[config.mk]
export PLATFORM = sky130hd
export DESIGN_NAME = pipe_stage_reg
export DESIGN_NICKNAME = d
export VERILOG_FILES = /design/src/rtl/pipe_stage_reg_pkg.sv /design/src/rtl/pipe_lane_reg.sv /design/src/rtl/pipe_stage_reg.sv
export SDC_FILE = /design/constraint.sdc
export NUM_CORES = 1
export LEC_CHECK = 0
export CORE_AREA = 10 10 161 163
export DETAILED_ROUTE_END_ITERATION = 12
export DIE_AREA = 0 0 171 173
export PLACE_DENSITY = 0.72
export SETUP_SLACK_MARGIN = 0.02
export SLEW_MARGIN = 20
export SYNTH_ARGS = -nofsm -noshare
export SYNTH_HDL_FRONTEND = slang
export SYNTH_SLANG_ARGS = --single-unit
[constraint.sdc]
create_clock -name clk -period 2.6 [get_ports clk]
set_input_delay 0.39 -clock clk [delete_from_list [all_inputs] [get_ports clk]]
set_output_delay 0.39 -clock clk [all_outputs]
set_load 0.05 [all_outputs]
[src/rtl/pipe_stage_reg_pkg.sv]
// Shared constants for the MIPS inter-stage pipeline registers.
package pipe_stage_reg_pkg;

  typedef enum logic [4:0] {
    EXC_NONE    = 5'd0,
    EXC_ADEL    = 5'd4,
    EXC_ADES    = 5'd5,
    EXC_SYSCALL = 5'd8,
    EXC_RI      = 5'd10,
    EXC_OV      = 5'd12
  } exc_code_e;

  localparam logic [31:0] PC_RST_DEFAULT = 32'h0000_3000;

endpackage

[src/rtl/pipe_lane_reg.sv]
// One W-bit pipeline field: synchronous reset, clear to the reset value, hold, or load.
module pipe_lane_reg #(
  parameter int          W       = 32,
  parameter logic [W-1:0] RST_VAL = '0
) (
  input  logic         clk,
  input  logic         reset,
  input  logic         hold,
  input  logic         clear,
  input  logic [W-1:0] d,
  output logic [W-1:0] q
);

  logic [W-1:0] val_d;
  logic [W-1:0] val_q = RST_VAL;

  // Next value: clear beats hold, hold beats load.
  always_comb begin
    val_d = val_q;
    if (clear) begin
      val_d = RST_VAL;
    end else if (!hold) begin
      val_d = d;
    end
  end

  // Field register with synchronous reset.
  always_ff @(posedge clk) begin
    if (reset) begin
      val_q <= RST_VAL;
    end else begin
      val_q <= val_d;
    end
  end

  assign q = val_q;

endmodule

[src/rtl/pipe_stage_reg.sv]
// Generic MIPS inter-stage register (D/E, E/M, M/W) with stall, two flush
// flavours, earliest-exception merge and a saturating stall counter.
module pipe_stage_reg
  import pipe_stage_reg_pkg::*;
#(
  parameter int          W      = 32,
  parameter int          NLANES = 3,
  parameter int          EXC_W  = 5,
  parameter logic [31:0] PC_RST = PC_RST_DEFAULT,
  parameter int          CNT_W  = 16
) (
  input  logic                  clk,
  input  logic                  reset,
  input  logic                  stall,
  input  logic                  flush,
  input  logic                  flush_keep_pc,
  input  logic                  in_valid,
  input  logic [W-1:0]          in_pc,
  input  logic [W-1:0]          in_ir,
  input  logic [W-1:0]          in_ctrl,
  input  logic [NLANES*W-1:0]   in_data,
  input  logic [EXC_W-1:0]      in_exc,
  input  logic [EXC_W-1:0]      in_exc_new,
  input  logic                  in_bd,
  output logic                  out_valid,
  output logic [W-1:0]          out_pc,
  output logic [W-1:0]          out_ir,
  output logic [W-1:0]          out_ctrl,
  output logic [NLANES*W-1:0]   out_data,
  output logic [EXC_W-1:0]      out_exc,
  output logic                  out_bd,
  output logic [CNT_W-1:0]      stall_cnt
);

  if (NLANES < 1) begin : g_bad_nlanes
    $error("pipe_stage_reg: NLANES must be at least 1");
  end

  // Either flush turns the slot into a bubble; only the full flush resets PC/BD.
  logic any_flush;
  logic pc_clear;
  logic pc_hold;
  assign any_flush = flush | flush_keep_pc;
  assign pc_clear  = flush;
  assign pc_hold   = stall & ~flush_keep_pc;

  pipe_lane_reg #(.W(W), .RST_VAL(W'(PC_RST))) u_pc (
    .clk(clk), .reset(reset), .hold(pc_hold), .clear(pc_clear),
    .d(in_pc), .q(out_pc)
  );

  pipe_lane_reg #(.W(W), .RST_VAL('0)) u_ir (
    .clk(clk), .reset(reset), .hold(stall), .clear(any_flush),
    .d(in_ir), .q(out_ir)
  );

  pipe_lane_reg #(.W(W), .RST_VAL('0)) u_ctrl (
    .clk(clk), .reset(reset), .hold(stall), .clear(any_flush),
    .d(in_ctrl), .q(out_ctrl)
  );

  for (genvar k = 0; k < NLANES; k++) begin : g_lane
    pipe_lane_reg #(.W(W), .RST_VAL('0)) u_lane (
      .clk(clk), .reset(reset), .hold(stall), .clear(any_flush),
      .d(in_data[k*W +: W]), .q(out_data[k*W +: W])
    );
  end

  logic             valid_d, valid_q = 1'b0;
  logic [EXC_W-1:0] exc_d,   exc_q   = '0;
  logic             bd_d,    bd_q    = 1'b0;
  logic [CNT_W-1:0] cnt_d,   cnt_q   = '0;

  // Next-state for valid, merged exception, BD flag and stall counter.
  always_comb begin
    valid_d = valid_q;
    exc_d   = exc_q;
    bd_d    = bd_q;
    cnt_d   = cnt_q;
    if (flush) begin
      valid_d = 1'b0;
      exc_d   = '0;
      bd_d    = 1'b0;
    end else if (flush_keep_pc) begin
      valid_d = 1'b0;
      exc_d   = '0;
      bd_d    = in_bd;
    end else if (stall) begin
      if (cnt_q != '1) begin
        cnt_d = cnt_q + CNT_W'(1);
      end
    end else begin
      valid_d = in_valid;
      exc_d   = (in_exc != EXC_W'(EXC_NONE)) ? in_exc : in_exc_new;
      bd_d    = in_bd;
    end
  end

  // Control-side registers with synchronous reset.
  always_ff @(posedge clk) begin
    if (reset) begin
      valid_q <= 1'b0;
      exc_q   <= '0;
      bd_q    <= 1'b0;
      cnt_q   <= '0;
    end else begin
      valid_q <= valid_d;
      exc_q   <= exc_d;
      bd_q    <= bd_d;
      cnt_q   <= cnt_d;
    end
  end

  assign out_valid = valid_q;
  assign out_exc   = exc_q;
  assign out_bd    = bd_q;
  assign stall_cnt = cnt_q;

endmodule

==> results of run 1 <==
## how the worst min path moves through the flow
stage                       startpoint                         to  cells after the start
2_1_floorplan                    flush    u_pc.q[12]$_SDFFE_PP1N_                      2
3_3_place_gp    u_pc.q[9]$_SDFFE_PP0N_     u_pc.q[9]$_SDFFE_PP0N_                      2
3_5_place_dp   u_pc.q[25]$_SDFFE_PP0N_    u_pc.q[25]$_SDFFE_PP0N_                      2
4_1_cts                          stall  u_ctrl.q[27]$_SDFFE_PP0N_                      3
5_1_grt                          stall  u_ctrl.q[22]$_SDFFE_PP0N_                      3
6_report                         stall  u_ctrl.q[27]$_SDFFE_PP0N_                      3
## cells in the mapped netlist (all sizes together), types with 2 or more instances
library cell / n / area, µm²
a211oi: 5 / 37.5
a21oi: 45 / 225
and4: 2 / 17.5
buf: 26 / 120
clkbuf: 28 / 105
dfxtp: 215 / 4300
inv: 2 / 7.51
mux2: 2 / 22.5
mux2i: 161 / 1610
nand2: 73 / 274
nand2b: 3 / 21.3
nand3: 6 / 35.0
nand3b: 2 / 15.0
nand4: 4 / 31.3
nor2: 166 / 623
nor2b: 8 / 50.1
nor3: 6 / 30.0
nor4: 3 / 33.8
o21ai: 5 / 25.0
o31ai: 9 / 67.6
or3: 6 / 37.5
or4: 9 / 67.6
## cell families after synthesis
logic type	count (synthesis)	share of synthesized area, %
flip-flops	215	55.1
AO/OA/AOI/OAI	64	4.55
buffers and inverters	56	2.98
AND/OR/NAND/NOR	291	16.2
adder cells (fa/ha/maj)	1	0.160
multiplexers	163	20.9
## through the flow
stage / total power [mW] / hold slack, ps / instances / setup WS [ps] / area (µm²)
4_1_cts: 7.96 / 198 / 1495 / 357 / 13100
6_report: 7.85 / 220 / 1495 / 381 / 13100
2_1_floorplan: 4.01 / 503 / 790 / 490 / 7810
3_5_place_dp: 4.53 / 442 / 1454 / 334 / 12300
5_1_grt: 8.14 / 231 / 1495 / 314 / 13100
3_3_place_gp: 4.52 / 438 / 1454 / 362 / 12300
## cell type report
| type | count | share of cell area [%] |
|---|---|---|
| multi-input combinational | 519 | 25.1 |
| tap | 285 | 2.73 |
| timing repair buffer | 433 | 33.2 |
| clock buffer | 33 | 5.17 |
| clock inverter | 8 | 0.880 |
| sequential | 215 | 32.9 |
| inverter | 2 | 0.0574 |
## sequential cells by signal (all words and copies together), names as in the netlist
| signal | cells |
|---|---|
| g_lane.u_lane.q | 96 |
| out_bd | 1 |
| out_exc | 5 |
| out_valid | 1 |
| stall_cnt | 16 |
| u_ctrl.q | 32 |
| u_ir.q | 32 |
| u_pc.q | 32 |
## power by group through the flow
stage                     registers, mW  logic, mW  clock network [mW]
final                              3.40       1.06                3.39
after global routing               3.41       1.12                3.62
after CTS                          3.40       1.07                3.50
after detailed placement           3.47       1.06                   0
after global placement             3.47       1.05                   0
after floorplan                    3.71      0.297                   0
## layer usage
layer	vias to the layer above	share of wire [%]	global-route usage, %
li1	3471	-	-
met1	3199	36	18.1
met2	272	49	31.2
met3	26	13	9.04
met4	2	1.3	3.44
met5	-	0.032	0
==> metrics.yaml, run 1 <==
vias: 6970
post_cts_buffers: 0
ys_async_sr_fraction_pct: 0
die-area_um2: 29600
layout-drive-gt1-share_pct: 4.38
cpMaxStageDelayCell: "clkdlybuf4s50_1"
cts_resized: 0
finalWirelength_mm: 28.0
worstPathRequired_ps: 2210
start_util_pct: 34.6
slew_viol_final: 0
drt_iter0_drc: 324
final_nets: 1405
min_period_over_period_pct: 85.4
nFillCells: 1962
cts.reportedPaths.clkPinSlew_ps: 60
core_um2: 22600
power_frac_seq_pct: 43.3
rows: 55
multiInputGateArea_um2: 3280
ir_worst_vdd_uv: 542
seq_area_um2: 4300
fp.dieH_um: 173
syn_area_per_cell_um2: 9.88
cts_buffers: 24
clk_latency_ps: 500
hold_path.class: "input port to flip-flop"
synth-seq-area-share_pct: 55.1
power.clock.fraction_pct: 43.2
cts_buffer_depth: 3
mostFrequentLayoutCells: "clkdlybuf4s50_1 (422), dfxtp_1 (215), nor2_1 (166)"
r2r_cells: 5
intPower_mw: 6.00
crit_buf_inv: 1
io_pins: 424
finalCriticalPeriod_ps: 2220
holdBufCountCts: 0
fin_setup_tns_ps: 0
die_w_um: 171
tightest_slew_ps: 897
fin_util_pct: 57.9
grt-ovfl-total: 0
start_kind: "flip-flop"
antenna_found_initial: 1
drc_errors: 0
comb_power_share_pct: 13.4
hpwl_mm: 21.3
slowest_delay_ps: 900
final_common_cell: "clkdlybuf4s50_1"
criticalPathCategory: "flip-flop to primary output"
cp.depth: 1
startpoint: "stall_cnt[4]$_SDFFE_PP0P_"
h-tree-depth: 1
drv_cap: 0
r2r_setup_slack_ps: 780
drtPass1Iterations: 4
clock-sinks: 215
rsz0062_at_grt: "false"
setup_viol: 0
antenna_cells: 0
postSynthCellCount: 790
ys_types: 33
ctsRootBufferMaster: "clkbuf_16"
worstPathMaxFanout: 8
p_sw_share_pct: 23.6
portBuffers: 423
run_status: "completed"
gp_routability_congestion: 0.833
cp_top_family: "buffers and inverters"
cp-endpoint: "stall_cnt[4]"
crit_arrival_ps: 1830
final_hold_viol_count: 0
finalClockSkew_ps: 3.56
grt_max_degree: 111
cts_tree: "done"
endpoint_kind: "primary output"
synth-edff-count: 0
r2r_start: "stall_cnt[0]$_SDFFE_PP0P_"
synth_warnings: 0
slew_headroom_pct: 40.2
r2r_end: "stall_cnt[10]$_SDFFE_PP0P_"
syn_to_final_growth_pct: 67.5
synth.ff_latch_count: 215
cp_cell_sequence: "clkdlybuf4s50_1"
synth.net_count: 1000
clock.fmax_ghz: 0.451
grt_pass1_vias: 6904
viasPerCell: 4.66
leakagePower_nw: 5.17
p_switching_mw: 1.85
gr-usage-all-layers_pct: 17.6
wl_per_cell_um: 18.7
synthFlopType: "dfxtp_1"
ant_nets: 0
syn-cell-area_um2: 7810
grt_pass1_wl_mm: 41.3
p_per_area_nw_per_um2: 600
No activity file was read; power rests on OpenSTA's default activity.
==> run 2: changes to the inputs <==
--- a/config.mk
+++ b/config.mk
@@ -5,10 +5,11 @@
 export SDC_FILE = /design/constraint.sdc
 export NUM_CORES = 1
 export LEC_CHECK = 0
-export CORE_AREA = 10 10 161 163
+export CORE_AREA = 10 10 165 167
 export DETAILED_ROUTE_END_ITERATION = 12
-export DIE_AREA = 0 0 171 173
-export PLACE_DENSITY = 0.72
+export DIE_AREA = 0 0 175 177
+export GPL_ROUTABILITY_DRIVEN = 0
+export PLACE_DENSITY = 0.69
 export SETUP_SLACK_MARGIN = 0.02
 export SLEW_MARGIN = 20
 export SYNTH_ARGS = -nofsm -noshare
==> run 2 against run 1 <==
Against the previous run: combinational power hardly changed; wire length is 0.74% higher; sequential power hardly changed; hold slack better by 100 ps; clock power is 6% lower; utilization is 3.4 points lower; sequential cell count stayed put; global-route usage is 0.63 points lower; die area is 4.7% higher; design area hardly changed; cell count is 2.9% higher.
==> metrics.yaml, run 2 (synthesis results as in run 1) <==
slowest_delay_ps: 880
p_per_area_nw_per_um2: 585
rows: 57
cts_buffer_depth: 3
total_power_mw: 7.64
antenna_found_initial: 1
drt_iter0_drc: 421
io_pins: 424
clk_latency_ps: 510
drv_cap: 0
worstPathRequired_ps: 2210
die-area_um2: 31000
portBuffers: 423
core_um2: 24000
tightest_slew_ps: 965
start_util_pct: 32.6
fin_setup_tns_ps: 0
crit_buf_inv: 1
criticalPathCategory: "flip-flop to primary output"
cp_cell_sequence: "clkdlybuf4s50_1"
holdCritStartpoint: "stall"
r2r_cells: 5
cts_resized: 0
run_status: "completed"
h-tree-depth: 1
gr-usage-all-layers_pct: 17.0
endpoint_kind: "primary output"
start_kind: "flip-flop"
crit_arrival_ps: 1830
die_w_um: 175
cts_tree: "done"
wl_per_cell_um: 18.3
r2r_start: "stall_cnt[0]$_SDFFE_PP0P_"
layout-drive-gt1-share_pct: 4.04
cpMaxStageDelayCell: "clkdlybuf4s50_1"
fp.dieH_um: 177
holdWs_ps: 323
cp_top_family: "buffers and inverters"
ant_nets: 0
stdcell_area_um2: 13100
fin_util_pct: 54.6
ir_worst_vdd_uv: 473
rsz0062_at_grt: "false"
cts_buffers: 25
r2r_setup_slack_ps: 720
r2r_end: "stall_cnt[10]$_SDFFE_PP0P_"
largest_reg_flops: 96
min_path_cells: 4
hold_path.class: "input port to flip-flop"
placedInstanceArea_um2: 12300
setup_viol: 0
grt_max_degree: 126
ctsRootBufferMaster: "clkbuf_16"
nFillCells: 2181
holdBufCountCts: 0
clock-sinks: 215
syn_to_final_growth_pct: 67.5
min_to: "stall_cnt[1]$_SDFFE_PP0P_"
grt-ovfl-total: 0
slew_viol_final: 0
post_cts_buffers: 0
vias: 7003
leakagePower_nw: 5.13
grt_pass1_wl_mm: 41.9
worstPathMaxFanout: 7
viasPerCell: 4.55
mostFrequentLayoutCells: "clkdlybuf4s50_1 (422), dfxtp_1 (215), nor2_1 (166)"
grt_pass1_vias: 7072
cts.reportedPaths.clkPinSlew_ps: 60
min_period_over_period_pct: 85.6
clock.fmax_ghz: 0.450
drc_errors: 0
finalCriticalPeriod_ps: 2220
finalWirelength_mm: 28.2
slew_headroom_pct: 35.7
hpwl_mm: 21.3
final_common_cell: "clkdlybuf4s50_1"
finalClockSkew_ps: 3.55
final_hold_viol_count: 0
final_nets: 1406
drtPass1Iterations: 4
-- run 2: worst max-delay path by stage --
stage | from | to | cells after the start | slack (ps)
2_1_floorplan | stall_cnt[0]$_SDFFE_PP0P_ | stall_cnt[10]$_SDFFE_PP0P_ | 6 | 490
3_3_place_gp | flush | stall_cnt[10]$_SDFFE_PP0P_ | 5 | 350
3_5_place_dp | flush | stall_cnt[10]$_SDFFE_PP0P_ | 5 | 300
4_1_cts | stall_cnt[11]$_SDFFE_PP0P_ | stall_cnt[11] | 1 | 330
5_1_grt | stall_cnt[4]$_SDFFE_PP0P_ | stall_cnt[4] | 1 | 260
6_report | stall_cnt[11]$_SDFFE_PP0P_ | stall_cnt[11] | 1 | 380
-- run 2: metal layers --
layer	GRT usage, %	up-vias	part of all wire (%)
li1	-	3483	-
met1	18.3	3212	38
met2	29.3	271	49
met3	8.24	37	11
met4	4.63	0	1.9
met5	0	-	0
-- run 2: final cells by class --
type,count,area [µm²],area share [%]
antenna,1,2.50,0.0191
clock buffer,41,716,5.47
clock inverter,3,21.3,0.163
inverter,2,7.51,0.0574
multi-input combinational,519,3280,25.1
sequential,215,4300,32.9
tap,324,405,3.10
timing repair buffer,433,4340,33.2
-- run 2: stage by stage --
stage	setup WS, ps	instances
2_1_floorplan	490	790
3_3_place_gp	346	1493
3_5_place_dp	296	1493
4_1_cts	330	1537
5_1_grt	257	1537
6_report	376	1538
-- run 2: power breakdown --
| group | total [mW] | leakage, nW | internal (mW) | switching, mW |
|---|---|---|---|---|
| combinational | 1.06 | 3.04 | 0.530 | 0.526 |
| sequential | 3.40 | 1.74 | 3.37 | 0.0347 |
| clock | 3.19 | 0.354 | 1.87 | 1.32 |
| total | 7.64 | 5.13 | 5.76 | 1.88 |
-- run 2: tightest hold or removal path: cells and delay by family --
| kind | cells | cell delay, ps |
|---|---|---|
| AND/OR/NAND/NOR | 2 | 240 |
| buffers and inverters | 1 | 110 |
| AO/OA/AOI/OAI | 1 | 50 |
==> run 3: changes to the inputs <==
--- a/config.mk
+++ b/config.mk
@@ -11,6 +11,7 @@
 export GPL_ROUTABILITY_DRIVEN = 0
 export PLACE_DENSITY = 0.69
 export SETUP_SLACK_MARGIN = 0.02
+export SKIP_CTS_REPAIR_TIMING = 1
 export SLEW_MARGIN = 20
 export SYNTH_ARGS = -nofsm -noshare
 export SYNTH_HDL_FRONTEND = slang
==> results of run 3 <==
No change in the layout: final DEF, timing and power equal those of run 2.
